## src/rtl/cal_date_counter_pkg.sv

```systemverilog
// Calendar constants shared by the date counter and its helpers.
// Field widths, limits, reset date and ADJ_SEL encodings.
package cal_date_counter_pkg;

  localparam int YEAR_W  = 7;
  localparam int MONTH_W = 4;
  localparam int DAY_W   = 5;

  localparam logic [6:0] YEAR_MAX  = 7'd99;
  localparam logic [3:0] MONTH_MAX = 4'd12;

  localparam logic [6:0] RST_YEAR  = 7'd0;
  localparam logic [3:0] RST_MONTH = 4'd1;
  localparam logic [4:0] RST_DAY   = 5'd1;

  localparam logic [1:0] SEL_DAY   = 2'b00;
  localparam logic [1:0] SEL_MONTH = 2'b01;
  localparam logic [1:0] SEL_YEAR  = 2'b10;
  localparam logic [1:0] SEL_NONE  = 2'b11;

  // Years 00..99 map to 2000..2099, where every 4th year is leap.
  function automatic logic is_leap(input logic [6:0] y);
    return (y[1:0] == 2'b00);
  endfunction

endpackage

```

## src/rtl/cal_month_days.sv

```systemverilog
// Combinational month length: (month, year) -> 28/29/30/31.
// Ports: month[3:0], year[6:0] in; max_day[4:0] out.
module cal_month_days
  import cal_date_counter_pkg::*;
(
  input  logic [3:0] month,
  input  logic [6:0] year,
  output logic [4:0] max_day
);

  // Out-of-range months report 31; callers range-check month.
  always_comb begin
    max_day = 5'd31;
    case (month)
      4'd4, 4'd6,
      4'd9, 4'd11: max_day = 5'd30;
      4'd2:        max_day = is_leap(year)
                             ? 5'd29 : 5'd28;
      default:     max_day = 5'd31;
    endcase
  end

endmodule

```

## src/rtl/cal_date_counter.sv

```systemverilog
// Year/month/day counter with day-tick, load and field adjust.
// Ports: CLK, RESET, DAY_TICK, LOAD, LD_*, ADJ, ADJ_SEL in;
//        YEAR, MONTH, DAY, YEAR_WRAP, LOAD_ERR out (registered).
module cal_date_counter
  import cal_date_counter_pkg::*;
(
  input  logic       CLK,
  input  logic       RESET,
  input  logic       DAY_TICK,
  input  logic       LOAD,
  input  logic [6:0] LD_YEAR,
  input  logic [3:0] LD_MONTH,
  input  logic [4:0] LD_DAY,
  input  logic       ADJ,
  input  logic [1:0] ADJ_SEL,
  output logic [6:0] YEAR,
  output logic [3:0] MONTH,
  output logic [4:0] DAY,
  output logic       YEAR_WRAP,
  output logic       LOAD_ERR
);

  logic [4:0] cur_max;
  logic [4:0] alt_max;
  logic [6:0] alt_year;
  logic [3:0] alt_month;
  logic [6:0] inc_year;
  logic [3:0] inc_month;
  logic       load_ok;

  logic [6:0] n_year;
  logic [3:0] n_month;
  logic [4:0] n_day;
  logic       n_wrap;
  logic       n_err;

  assign inc_year  = (YEAR == YEAR_MAX)
                     ? 7'd0 : YEAR + 7'd1;
  assign inc_month = (MONTH == MONTH_MAX)
                     ? 4'd1 : MONTH + 4'd1;

  // Second length lookup is shared: it checks LD_* on a load,
  // and gives the clamp limit for a month or year adjust.
  always_comb begin
    alt_year  = YEAR;
    alt_month = MONTH;
    if (LOAD) begin
      alt_year  = LD_YEAR;
      alt_month = LD_MONTH;
    end else if (ADJ && ADJ_SEL == SEL_MONTH) begin
      alt_month = inc_month;
    end else if (ADJ && ADJ_SEL == SEL_YEAR) begin
      alt_year = inc_year;
    end
  end

  cal_month_days u_cur (
    .month   (MONTH),
    .year    (YEAR),
    .max_day (cur_max)
  );

  cal_month_days u_alt (
    .month   (alt_month),
    .year    (alt_year),
    .max_day (alt_max)
  );

  assign load_ok = (LD_YEAR <= YEAR_MAX)
                && (LD_MONTH != 4'd0)
                && (LD_MONTH <= MONTH_MAX)
                && (LD_DAY != 5'd0)
                && (LD_DAY <= alt_max);

  always_comb begin
    n_year  = YEAR;
    n_month = MONTH;
    n_day   = DAY;
    n_wrap  = 1'b0;
    n_err   = 1'b0;
    if (LOAD) begin
      if (load_ok) begin
        n_year  = LD_YEAR;
        n_month = LD_MONTH;
        n_day   = LD_DAY;
      end else begin
        n_err = 1'b1;
      end
    end else if (ADJ) begin
      case (ADJ_SEL)
        SEL_DAY: begin
          n_day = (DAY >= cur_max)
                  ? 5'd1 : DAY + 5'd1;
        end
        SEL_MONTH: begin
          n_month = inc_month;
          if (DAY > alt_max) n_day = alt_max;
        end
        SEL_YEAR: begin
          n_year = inc_year;
          if (DAY > alt_max) n_day = alt_max;
        end
        default: ;
      endcase
    end else if (DAY_TICK) begin
      if (DAY < cur_max) begin
        n_day = DAY + 5'd1;
      end else begin
        n_day   = 5'd1;
        n_month = inc_month;
        if (MONTH == MONTH_MAX) begin
          n_year = inc_year;
          n_wrap = (YEAR == YEAR_MAX);
        end
      end
    end
  end

  always_ff @(posedge CLK or posedge RESET) begin
    if (RESET) begin
      YEAR      <= RST_YEAR;
      MONTH     <= RST_MONTH;
      DAY       <= RST_DAY;
      YEAR_WRAP <= 1'b0;
      LOAD_ERR  <= 1'b0;
    end else begin
      YEAR      <= n_year;
      MONTH     <= n_month;
      DAY       <= n_day;
      YEAR_WRAP <= n_wrap;
      LOAD_ERR  <= n_err;
    end
  end

endmodule

```

## config.mk

```make
export PLATFORM = sky130hd
export DESIGN_NAME = cal_date_counter
export DESIGN_NICKNAME = d
export VERILOG_FILES = /design/src/rtl/cal_date_counter_pkg.sv /design/src/rtl/cal_month_days.sv /design/src/rtl/cal_date_counter.sv
export SDC_FILE = /design/constraint.sdc
export NUM_CORES = 1
export LEC_CHECK = 0
export CORE_MARGIN = 4
export CORE_UTILIZATION = 40
export DETAILED_ROUTE_END_ITERATION = 8
export PLACE_DENSITY = 0.67
export SETUP_SLACK_MARGIN = 0.5
export SLEW_MARGIN = 20
export SYNTH_ARGS = -nofsm -noshare
export SYNTH_HDL_FRONTEND = slang
export SYNTH_SLANG_ARGS = --single-unit
```

## constraint.sdc

```tcl
create_clock -name CLK -period 3.35 [get_ports CLK]
set_input_delay 0.67 -clock CLK [delete_from_list [all_inputs] [get_ports CLK]]
set_output_delay 0.67 -clock CLK [all_outputs]
set_load 0.03 [all_outputs]
```

# == Word level (Yosys, flattened, before mapping) ==
# Index checks and enable logic that the tools add are counted.
# word_totals
reg_bits,18
inputBits,23
output_inout_bits,18
# op_classes
addsub,3
muxes,39
reduce_logical,19
magnitude_cmp,6
n_eq_ne,20
# ops
cell,count
2-to-1 mux 7 bit,8
2-to-1 mux 4 bit,9
2-to-1 mux 5 bit,7
one-hot mux 5 bit (2 select lines),3
== test 4 bit (second input constant),5
== test 4 x 3 -> 1 bit (second input constant),4
2-to-1 mux 1 bit,9
== test 4 x 2 -> 1 bit (second input constant),2
!= test 4 x 3 -> 1 bit (second input constant),2
AND reduction 4 bit,2
OR reduction 4 bit,2
adder 7 x 1 -> 7 bit (second input constant),1
== test 7 bit (second input constant),1
less-or-equal comparator 7 bit (second input constant),1
logical AND 1 bit,6
logical NOT 2 bit,3
2-to-1 mux 2 bit,3
!= test 3 x 2 -> 1 bit (second input constant),2
nonzero test 3 bit,2
adder 5 x 1 -> 5 bit (second input constant),1
>= comparator 5 bit,1
> comparator 5 bit,1
less-or-equal comparator 5 bit,1
< comparator 5 bit,1
other kinds (10),10

# == Logic depth before layout (Yosys ltp) ==
# Gate-level depths: netlist of the first run.
# logic_depth
depth_word,13
mapped_depth,18
mapped_depth_nobuf,16

# == Modules after synthesis ==
# A second synthesis of the first run with hierarchy kept.
# hier_totals
hier_cells,274
hier_area_um2,2158.3
# modules_own_cells
mod,seq_area_each_um2,area_each_um2,instances,cells_per_inst
cal_date_counter,452.9,2013.2,1,254
cal_month_days,0.0,72.6,2,10

# == Worst setup path before layout of the first run ==
# No wires, ideal clock.
# synth_timing
path_type,input port to flip-flop
from,input port ADJ_SEL[1]
to,register YEAR[6]
t_required_ns,3.229
slack_ns,-0.209
arrival_ns,3.438
cell_stages,16
cell_sequence,inv_1 ha_1 and2_1 clkbuf_1 o21a_1 a211oi_1 and3_1 ha_1 nor2b_1 o211a_1 o41ai_4 inv_4 a21oi_4 buf_6 nand2_2 a22o_1
# synth_via
elab_chain_len,12
# synth_rtl
element,line_no,source
start: declaration,cal_date_counter.sv:15,"input logic [1:0] ADJ_SEL,"
== test 2 bit,"cal_date_counter.sv:52, cal_date_counter.sv:90",
logical AND 1 bit,cal_date_counter.sv:52,end else if (ADJ && ADJ_SEL == SEL_YEAR) begin
2-to-1 mux 2 bit,cal_date_counter.sv:52,
2-to-1 mux 2 bit,cal_date_counter.sv:50,end else if (ADJ && ADJ_SEL == SEL_MONTH) begin
2-to-1 mux 2 bit,cal_date_counter.sv:47,if (LOAD) begin
logical NOT 2 bit,cal_date_counter_pkg.sv:23,return (y[1:0] == 2'b00);
2-to-1 mux 1 bit,cal_month_days.sv:18,? 5'd29 : 5'd28;
one-hot mux 5 bit (2 select lines),cal_month_days.sv:14,case (month)
less-or-equal comparator 5 bit,cal_date_counter.sv:73,&& (LD_DAY <= alt_max);
logical AND 1 bit,cal_date_counter.sv:73,
!= test 2 x 1 -> 1 bit (no line),--,
AND reduction 5 bit (no line) (*),--,
end signal: assignment,cal_date_counter.sv:127,YEAR <= n_year;
end: declaration,cal_date_counter.sv:16,"output logic [6:0] YEAR,"
# Mark *: on every way between the ends. The rest lies on a longest branch, timed or not.
# A chain may end at the register's enable or synchronous reset.

# == Worst setup path in the final report of the first run ==
# Ends and elaborated chain as after synthesis.

==> results of run 1 <==
-- stage by stage --
stage          instance area (sq um)   util  power [mW]  setup TNS [ns]  worst slack, ns
2_1_floorplan                   1900      -       0.788         -0.0257          -0.0251
3_3_place_gp                    2610  0.596        1.11           -9.72           -0.648
3_5_place_dp                    2610  0.596        1.12          -10.75           -0.715
4_1_cts                         2810  0.641        1.33           -1.24           -0.148
5_1_grt                         2920  0.666        1.48           -3.32           -0.266
6_report                        2920  0.666        1.39          -0.842           -0.101
-- cells by family after synthesis --
| group | synth area share |
|---|---|
| DFF | 0.248 |
| adders and majority gates | 0.110 |
| AOI/OAI and AO/OA | 0.329 |
| muxes | 0.0171 |
| xor gates and xnor gates | 0.00479 |
| buffers and inverters | 0.0712 |
| and+or+nand+nor | 0.220 |
-- flip-flops by register name, indices dropped and copies added, names as in the netlist --
| signal | count |
|---|---|
| YEAR | 7 |
| MONTH | 4 |
| DAY | 5 |
| LOAD_ERR | 1 |
| YEAR_WRAP | 1 |
-- worst paths after layout --
path	depth (start not counted)	to	startpoint	slack [ns]
min in group asynchronous	2	DAY[1]	RESET	0.83
setup reg to reg	16	YEAR[6]	YEAR[0]	-0.01
hold / removal	1	YEAR[6]	YEAR[6]	0.57
setup / recovery	19	YEAR[6]	ADJ_SEL[1]	-0.10
hold reg to reg	1	YEAR[6]	YEAR[6]	0.57
max in group asynchronous	2	YEAR[0]	RESET	2.00
-- cell type report --
cell class,count,area share
Clock buffer,4,0.0154
Inverter,17,0.0270
Multi-Input combinational cell,179,0.502
Sequential cell,18,0.156
Tap cell,52,0.0223
Timing Repair Buffer,91,0.277
-- layer usage --
| metal | global-route usage | wire length, microns | up-vias |
|---|---|---|---|
| met5 | 0 | 0 | - |
| met4 | 0.0602 | 155 | 0 |
| met3 | 0.0211 | 453 | 19 |
| met2 | 0.375 | 2930 | 112 |
| met1 | 0.273 | 2490 | 976 |
| li1 | - | - | 1007 |
-- power breakdown --
part / total, mW / switching [mW] / internal (mW)
Sequential: 0.338 / 0.0648 / 0.274
Combinational: 0.886 / 0.460 / 0.426
Clock: 0.166 / 0.0814 / 0.0848
-- worst register-to-register path, cell delays in order (launching register included) --
cell      delay [ns]
dfrtp_2         0.39
ha_4            0.15
nand2b_1        0.07
or4_4           0.50
a211oi_2        0.27
o41ai_2         0.12
a22o_1          0.27
inv_2           0.09
ha_4            0.12
nor2b_1         0.03
o211a_1         0.23
o41ai_4         0.36
inv_4           0.06
a21oi_4         0.22
buf_6           0.14
nand2_2         0.04
a22o_1          0.17
-- layout by cell type (no fill, tap or decap), types with 3 or more instances in the layout --
master and n:
buf_4 44, clkdlybuf4s50_1 36, nand2_1 17, o21ai_0 17, dfrtp_1 14, inv_1 12, nor2_1 11, ha_1 11
nand3_1 10, a21oi_1 10, buf_6 8, and3_1 7, nand2b_1 7, o21ai_1 5, a22o_1 5, o31ai_1 4
ha_4 4, nor2b_1 3, o21ai_2 3, inv_2 3, a211oi_2 3, clkbuf_8 3
-- repair_timing --
item | CTS | global route
pin swaps | 16 | 11
hold endpoints to repair | 0 | 0
hold buffers | 0 | 0
setup buffers | 6 | 3
endpoints found under the setup margin | 17 | 17
gates resized for setup | 40 | 18
==> flow_summary.yaml, run 1 <==
status:
  outcome: "finished, violations left"
  violations: "negative setup slack"
yosys:
  synth_area_sq_um: 1830
  synth_seq_cells: 18
  synthFlopType: "dfrtp_1"
  avgSynthCellArea_sq_um: 8.12
  synth_nets: 264
  ys_seq_area_frac: 0.248
  synth.most_common_cell: "o21ai_0"
  synth_top_area_frac: 0.219
  ys.warnings.count: 0
  ys_types: 55
  synth_area_leaders: "dfrtp_1 (22%), ha_1 (11%), o21ai_0 (6.8%)"
  syn_inst: 225
  yosysTopAreaCell: "dfrtp_1"
  synth_enable_flop_cells: 0
  ys_top_cells_by_count: "o21ai_0 (25), nand2_1 (18), dfrtp_1 (16), ha_1 (16), inv_1 (16)"
  async_reset_ff_frac: 1.00
detailed_routing:
  drtIter0Drc: 169
  drt_wl_total_microns: 6030
  final_antenna_net_count: 0
  drt_pass1_iterations: 5
  via_per_inst: 5.86
  vias: 2114
  wire_per_inst_microns: 16.7
  drc_errors: 0
worst_setup_path:
  startpoint_type: "primary input"
  cpPeakStageDelay_ns: 0.53
  path_buf_inv: 7
  crit_top_cell: "buf_6"
  end_kind: "register"
  crit_required_ns: 3.51
  critPathKind: "in -> reg"
  worstPathMaxFanout: 8
  crit_slowest_cell: "or4_4"
  crit_chain: "buf_6, buf_6, inv_12, ha_4, inv_2, or4_4, o21ai_4, and2_4, a22o_1, inv_2, ha_4, nand2_1, o211a_1, o41ai_4, inv_4, a21oi_4, buf_6, nand2_2, a22o_1"
  critPathArrivalTime_ns: 3.61
  cpLargestDelayFamily: "compound AO/OA/AOI/OAI gates"
power:
  power.leakage_nw: 1.29
  vdd.ir_drop.worst_mv: 0.243
  power.density_nw_per_um2: 476
min_path:
  hp-class: "reg -> reg"
placement:
  io_buffers: 40
  gp_routability_congestion: 0.889
  dp.cells: 348
  place.detailed.hpwl_microns: 4400
timing:
  hold_viol: 0
  tightest_slew_ns: 0.739
  fin_ws_ns: -0.101
  clock_skew_ns: 0.00337
  fin_crit_ns: 3.45
  hold_ws_ns: 0.567
  finalSetupViolCount: 14
  period_share: 1.03
  rsz0062_at_grt: "yes"
  finalMaxSlewViolations: 0
  max_freq_mhz: 290
  slew_headroom: 0.507
floorplanning:
  coreArea_sq_um: 4380
  io_pins: 41
  rows: 24
  initial_core_util: 0.417
  dieArea_sq_um: 5720
  die_y_microns: 75.6
  die_x_microns: 75.6
clock_tree:
  clk_pin_slew_ns: 0.07
  cts_tree: "done"
  clk_latency_ns: 0.26
  cts.sinks: 18
  cts.htree.levels: 1
  root_buffer: "clkbuf_8"
  cts_inserted_buffers: 3
  cts.path.max_buffers: 2
final_layout:
  multi_input_area_sq_um: 1470
  finalNetCount: 349
  area_growth_pct: 59.8
  seq_area_sq_um: 455
  fill_cells: 384
  drive_above_1_share: 0.343
  fin_cells: 361
  diodes: 0
global_routing:
  grt_use_total: 0.212
  grt_pass1_vias: 1990
  antenna_found_initial: 0
  grt_pass1_wl_microns: 9360
  grt.overflow.total: 0
  grt_max_degree: 23
run:
  maxCapViolations: 0
(Power assumes the default switching activity.)
==> run 2: changes to the inputs <==
CTS_CLUSTER_DIAMETER = 40   (was unset)
==> results of run 2 <==
The final DEF is identical to that of run 1; final timing and power are the same.
